--- config.mk ---
export PLATFORM = sky130hd
export DESIGN_NAME = mem_access_ctrl
export DESIGN_NICKNAME = d
export VERILOG_FILES = /design/src/rtl/packages_fsm.sv /design/src/rtl/mem_wait_cnt.sv /design/src/rtl/mem_access_ctrl.sv
export SDC_FILE = /design/constraint.sdc
export NUM_CORES = 1
export LEC_CHECK = 0
export CAP_MARGIN = 25
export CORE_MARGIN = 2
export CORE_UTILIZATION = 45
export DETAILED_ROUTE_END_ITERATION = 7
export PLACE_DENSITY = 0.92
export SYNTH_ARGS = -nofsm -noshare
export SYNTH_HDL_FRONTEND = slang
export SYNTH_SLANG_ARGS = --single-unit
--- constraint.sdc ---
create_clock -name clock -period 2.4 [get_ports clock]
set_clock_uncertainty 0.05 [all_clocks]
set_input_delay 0.48 -clock clock [delete_from_list [all_inputs] [get_ports clock]]
set_output_delay 0.48 -clock clock [all_outputs]
set_load 0.02 [all_outputs]
--- src/rtl/packages_fsm.sv ---
// Shared types and constants for the memory access controller and its wait counter.
package packages_fsm;

  localparam int unsigned MAX_WAIT = 15;

  typedef enum logic [1:0] {
    NOP   = 2'd0,
    FETCH = 2'd1,
    WRITE = 2'd2
  } inst_t;

  typedef enum logic [2:0] {
    IDLE  = 3'd0,
    LOAD  = 3'd1,
    STORE = 3'd2,
    WAITE = 3'd3,
    RESP  = 3'd4
  } state_t;

  // A zero-wait build still needs a one-bit counter to keep the vector legal.
  function automatic int unsigned cntWidth(input int unsigned waitCycles);
    return (waitCycles > 0) ? $clog2(waitCycles + 1) : 1;
  endfunction

endpackage

--- src/rtl/mem_wait_cnt.sv ---
// Wait-state counter: loaded with WAIT_CYCLES, counts down, flags the final wait cycle.
module mem_wait_cnt
  import packages_fsm::*;
#(
  parameter int unsigned WAIT_CYCLES = 2
) (
  input  logic clock,
  input  logic resetN,
  input  logic i_load,
  input  logic i_dec,
  output logic o_last
);

  localparam int unsigned CNT_W = cntWidth(WAIT_CYCLES);

  logic [CNT_W-1:0] r_count;

  always_ff @(posedge clock or negedge resetN) begin
    if (!resetN) begin
      r_count <= '0;
    end else if (i_load) begin
      r_count <= CNT_W'(WAIT_CYCLES);
    end else if (i_dec && (r_count != '0)) begin
      r_count <= r_count - CNT_W'(1);
    end
  end

  assign o_last = (r_count == CNT_W'(1));

endmodule

--- src/rtl/mem_access_ctrl.sv ---
// Load/store controller with programmable wait states and a one-cycle response.
// Define MEM_CTRL_PIPE_EN to accept the next request during the response cycle.
module mem_access_ctrl
  import packages_fsm::*;
#(
  parameter int unsigned ADDR_W      = 8,
  parameter int unsigned DATA_W      = 16,
  parameter int unsigned WAIT_CYCLES = 2
) (
  input  logic              clock,
  input  logic              resetN,
  input  logic              req_valid,
  output logic              req_ready,
  input  inst_t             req_inst,
  input  logic [ADDR_W-1:0] req_addr,
  input  logic [DATA_W-1:0] req_wdata,
  output logic [ADDR_W-1:0] mem_addr,
  output logic [DATA_W-1:0] mem_wdata,
  input  logic [DATA_W-1:0] mem_rdata,
  output logic              mem_read,
  output logic              mem_write,
  output logic              resp_valid,
  output logic [DATA_W-1:0] resp_rdata,
  output logic              busy
);

`ifdef MEM_CTRL_PIPE_EN
  localparam bit PIPE_EN = 1'b1;
`else
  localparam bit PIPE_EN = 1'b0;
`endif

  if (WAIT_CYCLES > MAX_WAIT) begin : g_badWait
    $error("mem_access_ctrl: WAIT_CYCLES exceeds MAX_WAIT");
  end

  state_t            r_state;
  state_t            w_nextState;
  state_t            w_acceptState;
  inst_t             r_inst;
  logic [ADDR_W-1:0] r_addr;
  logic [DATA_W-1:0] r_wdata;
  logic [DATA_W-1:0] r_respRdata;
  logic              r_memRead;
  logic              r_memWrite;
  logic              r_respValid;
  logic              r_busy;
  logic              r_reqReady;
  logic              w_accept;
  logic              w_last;
  logic              w_lastStrobe;
  logic              w_readyNext;

  mem_wait_cnt #(
    .WAIT_CYCLES(WAIT_CYCLES)
  ) u_waitCnt (
    .clock  (clock),
    .resetN (resetN),
    .i_load ((r_state == LOAD) || (r_state == STORE)),
    .i_dec  (r_state == WAITE),
    .o_last (w_last)
  );

  // NOP and the unused encoding are accepted but lead straight back to IDLE.
  always_comb begin
    w_acceptState = IDLE;
    case (req_inst)
      FETCH:   w_acceptState = LOAD;
      WRITE:   w_acceptState = STORE;
      default: w_acceptState = IDLE;
    endcase
  end

  always_comb begin
    w_nextState = r_state;
    case (r_state)
      IDLE:        if (req_valid) w_nextState = w_acceptState;
      LOAD, STORE: w_nextState = (WAIT_CYCLES > 0) ? WAITE : RESP;
      WAITE:       if (w_last) w_nextState = RESP;
      RESP:        w_nextState = (PIPE_EN && req_valid) ? w_acceptState : IDLE;
      default:     w_nextState = IDLE;
    endcase
  end

  assign w_accept     = req_valid && r_reqReady;
  assign w_lastStrobe = ((r_state == LOAD) || (r_state == STORE) || (r_state == WAITE))
                        && (w_nextState == RESP);
  assign w_readyNext  = (w_nextState == IDLE) || (PIPE_EN && (w_nextState == RESP));

  // Outputs are registered from the next state so they change only on an edge or reset.
  always_ff @(posedge clock or negedge resetN) begin
    if (!resetN) begin
      r_state     <= IDLE;
      r_inst      <= NOP;
      r_addr      <= '0;
      r_wdata     <= '0;
      r_respRdata <= '0;
      r_memRead   <= 1'b0;
      r_memWrite  <= 1'b0;
      r_respValid <= 1'b0;
      r_busy      <= 1'b0;
      r_reqReady  <= 1'b1;
    end else begin
      r_state <= w_nextState;
      if (w_accept) begin
        r_inst  <= req_inst;
        r_addr  <= req_addr;
        r_wdata <= req_wdata;
      end
      if (w_lastStrobe && (r_inst == FETCH)) begin
        r_respRdata <= mem_rdata;
      end
      r_memRead   <= (w_nextState == LOAD)  || ((w_nextState == WAITE) && (r_inst == FETCH));
      r_memWrite  <= (w_nextState == STORE) || ((w_nextState == WAITE) && (r_inst == WRITE));
      r_respValid <= (w_nextState == RESP);
      r_busy      <= (w_nextState != IDLE);
      r_reqReady  <= w_readyNext;
    end
  end

  assign req_ready  = r_reqReady;
  assign mem_addr   = r_addr;
  assign mem_wdata  = r_wdata;
  assign mem_read   = r_memRead;
  assign mem_write  = r_memWrite;
  assign resp_valid = r_respValid;
  assign resp_rdata = r_respRdata;
  assign busy       = r_busy;

endmodule

* Word level (Yosys, flattened, before mapping)
Cells that the tools add are included.
Cells by class: add/sub/neg operators 1, multiply operators 0, divide/modulo/power cells 0, $lt $le $gt $ge 0, equality and inequality tests 12, shifts and indexed selects 0, muxes and demuxes 6, bitwise operators 0, reduce and logical (&&, ||, !) cells 16
Operators by type and width (number):
- 3-bit by 2-bit equality test with 1-bit output, second input constant | 4
- 3-bit case mux with 3 select lines | 1
- 2-bit by 1-bit equality test with 1-bit output, second input constant | 3
- 3-bit by 1-bit equality test with 1-bit output, second input constant | 2
- 1-bit logical AND | 6
- 3-bit zero test | 2
- 3-bit 2-to-1 mux | 2
- 2-bit equality test, second input constant | 2
- 1-bit logical OR | 4
- 2-bit 2-to-1 mux | 2
- 2-bit case mux with 2 select lines | 1
- 2-bit nonzero test | 2
- 3-bit equality test, second input constant | 1
- 3-bit nonzero test | 1
- 2-bit OR reduction | 1
- 2-bit by 1-bit subtractor with 2-bit output, second input constant | 1
Storage, ports and cells: register bits after elaboration 52, latch bits 0, memory bits (writable) 0, ROM bits 0, word-level logic and storage cells 46, memories 0

* Depth between registers and ports, before layout
depth after elaboration 7, mapped depth 6, mapped depth without buffers 5

* Hierarchy
A second synthesis with hierarchy kept.
Unflattened totals: cells, all modules 130, area total of the unflattened synthesis 2075.7 sq um
Modules (own cells, without submodules):
- mem_access_ctrl | times used 1, cells each 117, area an instance 1939.4 sq um, seq. area each 1252.5 sq um
- mem_wait_cnt | times used 1, cells each 13, area an instance 136.4 sq um, seq. area each 50.0 sq um

* Worst setup path before layout
Ideal clock, no wire load.
path type reg-to-reg, from register u_waitCnt.r_count[1], to register r_respRdata[0], in the netlist resp_rdata[0], library setup time 0.125 ns, data arrival time 1.427 ns, required time 2.225 ns, setup slack 0.798 ns, stages on the path, launching flop included 7, period minus slack after synthesis 1.602 ns, cells stage by stage dfrtp_1 -> inv_1 -> ha_1 -> nand4b_4 -> nor2_8 -> buf_12 -> mux2_4
Between the ends: longest elaborated chain between the ends 6
RTL lines:
- start, declared | RTL line mem_wait_cnt.sv:16 | logic [CNT_W-1:0] r_count;
- start signal, assigned | RTL line mem_wait_cnt.sv:22 | r_count <= CNT_W'(WAIT_CYCLES);
- start signal, assigned | RTL line mem_wait_cnt.sv:24 | r_count <= r_count - CNT_W'(1);
- 2-bit by 1-bit equality test with 1-bit output | RTL line mem_wait_cnt.sv:28 | assign o_last = (r_count == CNT_W'(1));
- 3-bit 2-to-1 mux | RTL line mem_access_ctrl.sv:79 | WAITE: if (w_last) w_nextState = RESP;
- 3-bit case mux with 3 select lines | RTL line mem_access_ctrl.sv:76 | case (r_state)
- 3-bit equality test | RTL line mem_access_ctrl.sv:87 | && (w_nextState == RESP);
- 1-bit logical AND | RTL line mem_access_ctrl.sv:87
- 1-bit logical AND | RTL line mem_access_ctrl.sv:110 | if (w_lastStrobe && (r_inst == FETCH)) begin
- end signal, assigned | RTL line mem_access_ctrl.sv:111 | r_respRdata <= mem_rdata;
- end, declared | RTL line mem_access_ctrl.sv:43 | logic [DATA_W-1:0] r_respRdata;
Every way passes these cells. A chain may end at the register's enable or synchronous reset.

* Worst setup path after layout
from register r_reqReady, in the netlist req_ready, to output port req_ready
RTL lines:
- start, declared | RTL line mem_access_ctrl.sv:48 | logic r_reqReady;
- start signal, assigned | RTL line mem_access_ctrl.sv:117 | r_reqReady <= w_readyNext;
- end, declared | RTL line mem_access_ctrl.sv:13 | output logic req_ready,
No word-level cell between the ends.

==> run summary <==
• **final net count** 269
• **Netlist cell types** 26
• **DRC Markers** 0
• **Synth Instances** 127
• **class of the most critical setup path** reg -> out
• **delay contributed by the slowest stage of the critical path** 0.60 ns
• **TritonCTS clock tree** built
• **CP Capture Type** primary output
• **total CTS buffers** 5
• **reg-to-reg critical path startpoint** u_waitCnt.r_count[1]
• **most common cell in the netlist** sky130_fd_sc_hd__dfrtp_1
• **Post-CTS Setup Inserts** 0
• **# H-tree levels** 2
• **post-synthesis instance area** 2060 um^2
• **most frequent cells after synthesis** 51 x sky130_fd_sc_hd__dfrtp_1, 32 x sky130_fd_sc_hd__mux2_2, 10 x sky130_fd_sc_hd__mux2_4
• **crit-path max FO** 2
• **Relative slew margins** 58.2%
• **clock sink count** 52
• **total of endpoints with negative setup slack in the final report** 0
• **Lkg Pwr** 1.46 nW
• **area used by multi-input combinational logic** 713 um^2
• **initial core utilization** 47.0%
• **gate family responsible for the most delay along the worst path** buffers and inverters
• **via/cell ratio** 4.88
• **status** finished, final reports clean
• **r2r setup slk** 0.59 ns
• **depth of the most critical reg-to-reg path** 5
• **part of the Yosys area used for sequential elements** 63.2%
• **register cell area after layout** 1300 um^2
• **Routed Antenna Nets** 0
• **final hold vios** 0
• **standard-cell row count** 24
• **final weighted congestion in routability-driven placement** 0.746
• **slew at the pin closest to its max-slew limit** 0.628 ns
• **gr usage total** 18.1%
• **detail-routed net length per standard cell** 15.9 um
• **share of cells above drive strength 1** 25.1%
• **Synthesis Warnings** 0
• **number of max-capacitance violations reported** 0
• **clock-pin slew of the registers on the worst-case setup and hold paths** 0.08 ns
• **cell type contributing the most total cell area after synthesis** sky130_fd_sc_hd__dfrtp_1
• **share of flip-flops with an asynchronous set or reset** 100%
• **endpoint of the lowest-slack register-to-register path** resp_rdata[4]
• **fill cell instance count of the final layout** 327
• **die span in y** 71.7 um
• **highest clock rate** 510 MHz
• **time the final worst path needs with I/O delays and setup** 1.96 ns
• **worst min-delay path category** in -> async
• **Clock Path Buffers** 2
• **required time at the worst-slack endpoint** 1.87 ns
• **worst-skew pair later-pin latency** 0.29 ns
• **P&R area growth vs syn** 49.8%
• **global-route wire length before repair** 7.17 mm
• **syn_nets** 174
• **antenna violations before repair** 0
• **antenna diode count** 0
• **final critical-path share of the clock period** 81.7%
• **drt initial violations** 46
• **Slew Limit Fails** 0
• **final setup TNS** 0 ns
• **Synth Register Bits** 52
• **half-perimeter wire length of the detailed placement result** 3.30 mm
• **detailed-routing iteration count for the pre-antenna-repair pass** 4
• **Horiz. Die Dim** 71.7 um
• **count of cells resized by post-cts repair** 0
• **WL final** 4.36 mm
• **via count of the first global-routing pass** 1478
• **Top Ports** 90
• **critical path buffer and inverter count** 1
• **endpoint arrival time on the critical path** 1.43 ns
• **total via count in the routed design** 1341
• **flip-flop cell with the highest count after synthesis** sky130_fd_sc_hd__dfrtp_1
• **share of the synthesized area in the top cell type** 61.9%
• **unrepaired setup endpoints after global routing** false
• **maximum number of pins on one net before global-route repair** 53
• **cell breakdown of the critical path** clkdlybuf4s50_1
• **number of flops mapped to enable cells by yosys** 0
• **hold bufs inserted after CTS** 0
• **global-route congestion overflow total** 0
• **top post-synthesis cells by area** sky130_fd_sc_hd__dfrtp_1 62%, sky130_fd_sc_hd__mux2_2 17%, sky130_fd_sc_hd__mux2_4 7.3%, sky130_fd_sc_hd__dfstp_2 1.3%, sky130_fd_sc_hd__ha_1 1.2%
• **Pwr per Cell Area** 473 nW/um^2
• **master of the slowest instance on the critical path** sky130_fd_sc_hd__clkdlybuf4s50_1
• **number of buffer cells added on primary ports** 89
• **clock root cell** sky130_fd_sc_hd__clkbuf_8
• **area inside the core boundary** 4380 um^2
• **overall power after layout** 1.46 mW
• **Die Area** 5140 um^2
• **startpoint kind of the worst setup timing path** flip-flop
• **mean instance size in the synthesized netlist** 16.2 um^2
• **IR Drop Worst-Case VDD** 0.000477 V
[routing by layer]
metal / vias to the layer above / routed length (um) / GRT usage (%)
met3: 6 / 309 / 5.49
li1: 637 / - / -
met1: 651 / 1710 / 22.1
met2: 47 / 2280 / 31.4
met5: - / 0 / 0
met4: 0 / 58 / 4.40
[power by group]
part | switching [mW] | leakage [nW] | internal [mW] | total [mW]
sequential | 0 | 0.708 | 0.875 | 0.875
combinational | 0.0266 | 0.705 | 0.0636 | 0.0903
clock | 0.257 | 0.0455 | 0.236 | 0.493
[area by class of cell]
class | instances | share of cell area, %
flip-flops and latches | 52 | 42.2
well taps | 52 | 2.11
repair buffers | 91 | 29.2
inverters | 4 | 0.486
multi-input cells | 68 | 23.1
clock buffers | 8 | 2.92
[kinds of logic after synthesis]
kind of cell    Yosys count  share of synthesized area (%)
fa+ha+maj                 2                           1.21
buf+inv                   7                           2.19
simple gates             17                           6.31
mux                      42                           24.8
compound gates            7                           2.31
flops                    52                           63.2
[through the flow]
step	utilization (%)	setup WS [ns]	instance area, um^2	instances	hold WS (ns)
after floorplan	-	0.798	2060	127	0.134
after global placement	68.4	0.566	3000	267	0.437
after detailed placement	68.4	0.529	3000	267	0.442
after CTS	70.4	0.429	3090	275	0.263
after global routing	70.4	0.408	3090	275	0.295
final	70.4	0.439	3090	275	0.228
[state kept, by name (all words and copies together) (netlist names), 2 cells and up]
register	flops
mem_wdata	16
resp_rdata	16
mem_addr	8
r_state	3
r_inst	2
u_waitCnt.r_count	2
[how the worst max path moves through the flow]
stage                               startpoint       endpoint  cells after the start
after floorplan           u_waitCnt.r_count[1]  resp_rdata[0]                      6
after global placement               req_valid  mem_wdata[11]                      4
after detailed placement             req_valid      req_ready                      4
after CTS                            req_ready      req_ready                      1
after global routing                 req_ready      req_ready                      1
final                                req_ready      req_ready                      1
[cells in the final DEF, fill, tap and decap left out, drive strengths merged]
cell,Yosys,final
clkdlybuf4s50,0,88
nand4b,1,1
nor3,1,1
or2b,1,1
nand3b,2,2
and4,1,1
o22a,1,1
buf,3,3
nor4b,1,1
o22ai,1,1
nand3,1,1
nand4,1,1
mux2,42,42
clkbuf,0,8
dfstp,1,1
nand2b,1,1
nand2,5,5
inv,4,4
a21oi,1,1
o21ai,2,2
o21ba,1,1
a22oi,1,1
nor2,2,2
ha,2,2
dfrtp,51,51
Note: power is estimated with default switching activity, not from simulation.
